### src/rtl/ldpc_iter_ctrl.sv
// Top-level sequencer for the LDPC decoder core. It runs IDLE -> DATA_IN -> ITER -> DATA_OUT.
// All outputs are registered, so done goes high on the cycle after the final word is accepted.
module ldpc_iter_ctrl #(
  parameter int CNT_W     = 13,
  parameter int ITER_W    = 5,
  parameter int PH_W      = 2,
  parameter int PHASES    = 3,
  parameter int ITER_LEN  = 4608,
  parameter int MIN_ITER  = 1,
  parameter int OUT_LEN_0 = 6912,
  parameter int OUT_LEN_1 = 4608,
  parameter int OUT_LEN_2 = 5760,
  parameter int OUT_LEN_3 = 6336
) (
  input  logic              clk,
  input  logic              reset,
  input  logic              sync_in,
  input  logic [1:0]        rate,
  input  logic [ITER_W-1:0] max_iter,
  input  logic              early_en,
  input  logic              syndrome_ok,
  input  logic              out_ready,
  input  logic              abort,
  output logic [3:0]        fsm_state,
  output logic [PH_W-1:0]   phase,
  output logic [CNT_W-1:0]  cnt,
  output logic [ITER_W-1:0] num_iter,
  output logic              iter_first,
  output logic              iter_end,
  output logic              busy,
  output logic              out_valid,
  output logic              converged,
  output logic              done,
  output logic              overrun
);

  typedef enum logic [3:0] {
    S_IDLE     = 4'b0001,
    S_DATA_IN  = 4'b0010,
    S_ITER     = 4'b0100,
    S_DATA_OUT = 4'b1000
  } state_t;

  localparam logic [CNT_W:0] ITER_LAST = (CNT_W+1)'(ITER_LEN - 1);

  state_t            state;
  logic              sync_q;
  logic [1:0]        rate_r;
  logic [ITER_W-1:0] max_iter_r;
  logic              early_en_r;

  logic              sync_fall;
  logic              sync_rise;
  logic [ITER_W:0]   iter_next;
  logic [ITER_W:0]   max_iter_eff;
  logic              stop_max;
  logic              stop_early;
  logic [CNT_W:0]    out_last;
  logic              last_word;
  logic              pre_iter_end;
  logic              phase_last;

  always_comb begin
    sync_fall    = sync_q & ~sync_in;
    sync_rise    = sync_in & ~sync_q;
    iter_next    = {1'b0, num_iter} + 1'b1;
    max_iter_eff = (max_iter_r == '0) ? (ITER_W+1)'(1) : {1'b0, max_iter_r};
    stop_max     = (iter_next == max_iter_eff);
    stop_early   = early_en_r & syndrome_ok & (iter_next >= (ITER_W+1)'(MIN_ITER));
    out_last     = (CNT_W+1)'(OUT_LEN_0 - 1);
    case (rate_r)
      2'd0:    out_last = (CNT_W+1)'(OUT_LEN_0 - 1);
      2'd1:    out_last = (CNT_W+1)'(OUT_LEN_1 - 1);
      2'd2:    out_last = (CNT_W+1)'(OUT_LEN_2 - 1);
      default: out_last = (CNT_W+1)'(OUT_LEN_3 - 1);
    endcase
    last_word    = ({1'b0, cnt} == out_last);
    pre_iter_end = ({1'b0, cnt} == ITER_LAST - 1'b1);
    phase_last   = (phase == PH_W'(PHASES));
  end

  // Output handshake: a word transfers on every cycle where out_valid and out_ready are both
  // high. Once raised, out_valid stays high until the last word transfers or an abort occurs.
  always_ff @(posedge clk) begin
    if (reset) begin
      state      <= S_IDLE;
      sync_q     <= 1'b0;
      rate_r     <= '0;
      max_iter_r <= '0;
      early_en_r <= 1'b0;
      phase      <= '0;
      cnt        <= '0;
      num_iter   <= '0;
      iter_first <= 1'b0;
      iter_end   <= 1'b0;
      busy       <= 1'b0;
      out_valid  <= 1'b0;
      converged  <= 1'b0;
      done       <= 1'b0;
      overrun    <= 1'b0;
    end else begin
      sync_q   <= sync_in;
      done     <= 1'b0;
      overrun  <= 1'b0;
      iter_end <= 1'b0;
      if (abort) begin
        // num_iter and converged are left alone so the aborted frame can be inspected
        state     <= S_IDLE;
        cnt       <= '0;
        phase     <= '0;
        busy      <= 1'b0;
        out_valid <= 1'b0;
      end else begin
        case (state)
          S_IDLE: begin
            if (sync_in) begin
              state      <= S_DATA_IN;
              rate_r     <= rate;
              max_iter_r <= max_iter;
              early_en_r <= early_en;
              num_iter   <= '0;
              converged  <= 1'b0;
              iter_first <= 1'b1;
            end
          end
          S_DATA_IN: begin
            if (sync_fall) begin
              state <= S_ITER;
              cnt   <= '0;
              phase <= PH_W'(1);
              busy  <= 1'b1;
            end
          end
          S_ITER: begin
            if (sync_rise) overrun <= 1'b1;
            phase <= phase_last ? PH_W'(1) : phase + 1'b1;
            // iter_end is high exactly while cnt sits on the last position of the iteration
            if (iter_end) begin
              cnt        <= '0;
              iter_first <= 1'b0;
              num_iter   <= (&num_iter) ? num_iter : num_iter + 1'b1;
              if (stop_max || stop_early) begin
                state     <= S_DATA_OUT;
                phase     <= '0;
                out_valid <= 1'b1;
                converged <= stop_early;
              end
            end else begin
              cnt      <= cnt + 1'b1;
              iter_end <= pre_iter_end;
            end
          end
          S_DATA_OUT: begin
            if (sync_rise) overrun <= 1'b1;
            if (out_ready) begin
              if (last_word) begin
                state     <= S_IDLE;
                cnt       <= '0;
                busy      <= 1'b0;
                out_valid <= 1'b0;
                done      <= 1'b1;
              end else begin
                cnt <= cnt + 1'b1;
              end
            end
          end
          default: state <= S_IDLE;
        endcase
      end
    end
  end

  assign fsm_state = state;

endmodule
### config.mk
export PLATFORM = sky130hd
export DESIGN_NAME = ldpc_iter_ctrl
export DESIGN_NICKNAME = d
export VERILOG_FILES = /design/src/rtl/ldpc_iter_ctrl.sv
export SDC_FILE = /design/constraint.sdc
export NUM_CORES = 1
export LEC_CHECK = 0
export CAP_MARGIN = 30
export CORE_MARGIN = 2
export CORE_UTILIZATION = 51
export DETAILED_ROUTE_END_ITERATION = 10
export PLACE_DENSITY = 0.87
export SLEW_MARGIN = 20
export SYNTH_ARGS = -nofsm -noshare
export SYNTH_HDL_FRONTEND = slang
export SYNTH_SLANG_ARGS = --single-unit
### constraint.sdc
create_clock -name clk -period 3.1 [get_ports clk]
set_input_delay 0.62 -clock clk [delete_from_list [all_inputs] [get_ports clk]]
set_output_delay 0.62 -clock clk [all_outputs]
set_load 0.01 [all_outputs]
# --- Word level (Yosys, flattened, before mapping) ---
# Index checks and enable logic that the tools add are counted.
totals:
  inputBits: 14
  regBits: 40
  out_inout_bits: 31
op_classes:
  order_cmp: 1
  reduce_logical: 23
  n_eq_ne: 17
  addsub: 4
  bitwise: 11
  muxes: 39
op_table:
  columns: ["op", "count"]
  rows:
  - ["$mux 13", 4]
  - ["$pmux 13 s3", 1]
  - ["$pmux 12 s3", 1]
  - ["$mux 4", 6]
  - ["$mux 5", 4]
  - ["$reduce_and 5->1", 4]
  - ["$pmux 4 s4", 1]
  - ["$eq 13x14->1", 1]
  - ["$ne 2x2->1 const B", 7]
  - ["$add 13x1->13 const B", 1]
  - ["$eq 13x13->1 const B", 1]
  - ["$mux 1", 12]
  - ["$pmux 5 s2", 1]
  - ["$mux 2", 4]
  - ["$pmux 1 s2", 4]
  - ["$reduce_and 4->1", 2]
  - ["$reduce_bool 2->1", 4]
  - ["$reduce_or 4->1", 2]
  - ["$not 1->1", 7]
  - ["$add 5x1->6 const B", 1]
  - ["$eq 6x5->1", 1]
  - ["$ge 6x1->1 const B", 1]
  - ["$reduce_and 3->1", 2]
  - ["$reduce_and 6->1", 1]
  - ["17 further kinds", 22]

# --- Logic depth before layout (Yosys ltp) ---
depth:
  ltp_word: 7
  depth_mapped: 8
  depth_no_buf: 8

# --- Worst setup path after synthesis ---
# No wires, ideal clock.
synth_timing:
  path_kind: "register to register"
  startpoint: "reg num_iter[0]"
  endpoint: "reg state[3] (netlist: fsm_state[3])"
  path_buffers: 0
  required_ns: 2.965
  path_stages_with_launch: 8
  setup_ns: 0.135
  setup_slack_ns: 0.803
  arrival_time_ns: 2.162
  path_cell_list: "dfxtp_1 -> ha_1 -> and3_1 -> ha_1 -> a2111oi_0 -> or2_2 -> a2bb2oi_1 -> o21ai_0"
synth_via:
  elab_chain_len: 6
  word_cells_on_any_way: 7
  cone_classes: "add/sub: 1; order compare: 1; eq/ne: 2; bitwise: 1; reduce/logical: 2"
synth_rtl:
  columns: ["element", "line_no", "text"]
  rows:
  - ["start: declaration", "27", "output logic [ITER_W-1:0] num_iter,"]
  - ["start signal: assignment", "141", "num_iter <= (&num_iter) ? num_iter : num_iter + 1'b1;"]
  - ["$add 5x1->6 *", "66", "iter_next = {1'b0, num_iter} + 1'b1;"]
  - ["$ge 6x1->1", "69", "stop_early = early_en_r & syndrome_ok & (iter_next >= (ITER_W+1)'(MIN_ITER));"]
  - ["$and 1x1->1", "69", null]
  - ["$logic_or 1x1->1 *", "142", "if (stop_max || stop_early) begin"]
  - ["$ne 2x2->1 (no line) *", null, null]
  - ["$reduce_and 6->1 (no line) *", null, null]
  - ["end signal: assignment", "86", "state <= S_IDLE;"]
  - ["end signal: assignment", "143", "state <= S_DATA_OUT;"]
  - ["end signal: assignment", "157", "state <= S_IDLE;"]
  - ["end: declaration", "46", "state_t state;"]
# Every way passes the cells marked *; elsewhere a longest branch is shown, timed or not.
# A chain may end at the register's enable or synchronous reset.

# --- Worst setup path in the final report ---
# Ends and elaborated chain as after synthesis.

==> impl_results.md <==
* Final Hold Viols at 0
* CTS H-Tree Depth at 2
* Register bit count reported by yosys at 40
* Maxcap violations at 0
* M1 WL at 2.43 mm
* Slowest-stage cell, CP: a2111oi_0
* Root buffer cell: clkbuf_8
* Die area at a little under 0.005 mm2
* Main synth FF type: dfxtp_1
* Post-CTS Setup Bufs at 0
* Crit Path Max Fanout at 10
* CTS-repair resized insts at 0
* Worst skew pair latency at between 0.2 and 0.3 ns
* Post-Syn Area per Cell at between 8 and 9 um2
* PwrDens at between 300 and 400 mW/mm2
* Post-synthesis cell type count at 53
* Setup Viol. Count Final at 0
* Die Wd at slightly above 70 um
* Io pins at between 40 and 50
* Fraction of registers with async set/reset at 0
* Top layer used by detailed routing: met4
* Tcrit/Tclk final at 0.863
* Slew HR at 0.423
* CTS tree: done
* Required @ worst endpoint at around 3.3 ns
* Remaining Overflow, GRT at 0
* CP delay by family, top: compound AO/OA/AOI/OAI gates
* Gpl congestion at approximately 0.87
* Fillers at a little under 400
* Post-Syn Area at approximately 0.0023 mm2
* Hold slack final at between 0.4 and 0.5 ns
* Metal2 WL at 2.50 mm
* Status: finished clean
* R2r startpoint: num_iter[0]
* Critical path endpoint category: flip-flop
* Core box area at about 0.0043 mm2
* Worst R2R Setup Slack at 0.42 ns
* RSZ-0062 raised after global routing: no
* Initial drt markers at between 150 and 200
* Final core utilization at 0.657
* WS Path Type: flip-flop to flip-flop
* Worst min-delay path class: flip-flop to flip-flop
* Routed via count at 2122
* Layout area overhead at 25.2%
* Number of CTS-inserted buffers at 5
* Fmax at 374 MHz
* Synth Warn # at 0
* CTS clock-pin slew for the worst setup and hold paths at 0.08 ns
* Met3 Routed Length at about 350 um
* Post-synthesis cell count at ~260
* Leakage power at a little over 1 nW
* Seq/Total Area, Yosys at 0.355
* GR Util All Layers at 0.232
* DR pass1 iterations at 4
* Clock Path Buffers at 2
* Die height at around 70 um
* Hold-fix buffers, CTS at 0
* Worst setup SP type: flip-flop
* First-pass GRT wire length at about 9.2 mm
* Max stage delay on crit path at 0.73 ns
* CP Data Arrival Time at about 2.8 ns
* Most used cell, CP: ha_1
* Vias per inst at 5.91
* Drt drc at 0
* Share of cells above drive strength 1 at 0.0554
* Number of routed nets with antenna violations at 0
* TNS Setup at 0 ns
* Largest net degree at the start of global routing at 18
* Final Skew at between 0.005 and 0.006 ns
* DR WL/cell at 15.1 um
* Diode count at 0
* Final net count at roughly 330
* Worst Hold Path EP: overrun
* Worst Tran Pin Value at roughly 0.84 ns
* Initial antenna violation count at 0
* Critical Path Start: num_iter[0]
* Starting Density at 0.525
* Final HPWL DP at roughly 4 mm
* FP Rows at 24
* Worst reg2reg path depth at 7
* Vias in the first global route at roughly 1900
* CP cell instances: ha_1, and3_1, ha_1, a2111oi_0, or2_2, a2bb2oi_1, o21ai_0
* Hold Path Depth at 1
* CP bufs+invs at 0
* Syn Nets at approximately 290
* Clk sinks at 40
* Final min period at ~2.7 ns
* Min-delay src: sync_q
* Final wirelength at about 5.4 mm
* Max-slew violations at 0
* I/O Buffers at 44
* VDD IR max at 0.230 mV
* Post-synth EDFFs at 0
* RR Endpoint: fsm_state[3]
registers in the layout, summed over array words and instances, names as in the netlist:
name / cells
iter_end: 1
rate_r: 2
done: 1
early_en_r: 1
converged: 1
phase: 2
out_valid: 1
iter_first: 1
overrun: 1
fsm_state: 4
busy: 1
cnt: 13
num_iter: 5
sync_q: 1
max_iter_r: 5
logic make-up after synthesis:
logic type,share of synthesized area
adder cells (fa/ha/maj),0.0610
AO/OA/AOI/OAI,0.159
AND/OR/NAND/NOR,0.272
flip-flops,0.355
multiplexers,0.0400
buffers and inverters,0.0388
XOR/XNOR,0.0738
report_power, final:
group | switching (mW) | total, mW | internal [mW]
clock network | 0.179 | 0.360 | 0.182
registers | 0.00945 | 0.531 | 0.522
logic | 0.0465 | 0.0934 | 0.0469
worst max-delay path by stage:
stage	end	slack (ns)	depth (start not counted)
after floorplan	fsm_state[3]	0.80	7
after global placement	cnt[11]	0.48	6
after detailed placement	cnt[11]	0.40	6
after CTS	fsm_state[3]	0.47	7
after global routing	fsm_state[3]	0.14	7
final	fsm_state[3]	0.42	7
per-layer routing:
| metal | track usage | up-vias |
|---|---|---|
| met2 | 0.365 | 82 |
| met5 | 0 | - |
| met4 | 0.0983 | 0 |
| met1 | 0.310 | 983 |
| met3 | 0.0418 | 17 |
| li1 | - | 1040 |
cell type report:
class | instances | area [um2] | share of cell area
timing repair buffer | 46 | 455 | 0.161
multi-input combinational | 201 | 1370 | 0.484
clock buffer | 8 | 90.1 | 0.0319
inverter | 12 | 45.0 | 0.0160
sequential | 40 | 801 | 0.284
tap | 52 | 65.1 | 0.0230
cells in the final DEF (no fill, tap or decap), types with 4 or more instances in the layout:
| cell | instances |
|---|---|
| clkdlybuf4s50_1 | 44 |
| dfxtp_1 | 40 |
| nor2_1 | 34 |
| o21ai_0 | 14 |
| a21oi_1 | 14 |
| nand2_1 | 13 |
| inv_1 | 12 |
| xnor2_1 | 12 |
| ha_1 | 11 |
| nand3_1 | 9 |
| mux2i_1 | 9 |
| xor2_1 | 7 |
| nor3_1 | 7 |
| nor4_1 | 6 |
| clkbuf_8 | 6 |
| and3_1 | 5 |
| or3_1 | 5 |
| or4_1 | 5 |
| nand4_1 | 4 |
worst reg2reg max path: cells and delay by family (launching register included):
| family | cells | cell delay, ns |
|---|---|---|
| adder cells (fa/ha/maj) | 2 | 0.56 |
| AO/OA/AOI/OAI | 3 | 1.04 |
| AND/OR/NAND/NOR | 2 | 0.44 |
| flip-flops | 1 | 0.51 |
Yosys cell counts, types with 2 or more instances:
cell / n / area [um2]
a2111oi_0: 2 / 17.5
a21o_1: 2 / 15.0
a21oi_1: 14 / 70.1
a2bb2oi_1: 2 / 17.5
and2_1: 2 / 12.5
and3_1: 5 / 31.3
buf_2: 4 / 20.0
clkbuf_1: 6 / 22.5
dfxtp_1: 40 / 801
ha_1: 11 / 138
inv_1: 12 / 45.0
mux2i_1: 9 / 90.1
nand2_1: 13 / 48.8
nand3_1: 9 / 45.0
nand4_1: 4 / 25.0
nor2_1: 34 / 128
nor3_1: 7 / 35.0
nor4_1: 6 / 37.5
nor4b_1: 2 / 17.5
nor4b_2: 2 / 30.0
o21ai_0: 14 / 70.1
o21bai_1: 3 / 22.5
o31ai_1: 2 / 15.0
or2_2: 2 / 12.5
or3_1: 5 / 31.3
or4_1: 5 / 37.5
or4b_1: 2 / 20.0
or4b_2: 2 / 20.0
xnor2_1: 12 / 105
xor2_1: 7 / 61.3
through the flow:
stage	cell area (um2)	std cells	setup WS, ns	power [mW]
after detailed placement	2730	351	0.397	0.636
after global routing	2820	359	0.144	1.02
after CTS	2820	359	0.469	0.986
after global placement	2730	351	0.475	0.633
final	2820	359	0.424	0.985
after floorplan	2250	263	0.803	0.598
No activity file was read; power rests on OpenSTA's default activity.
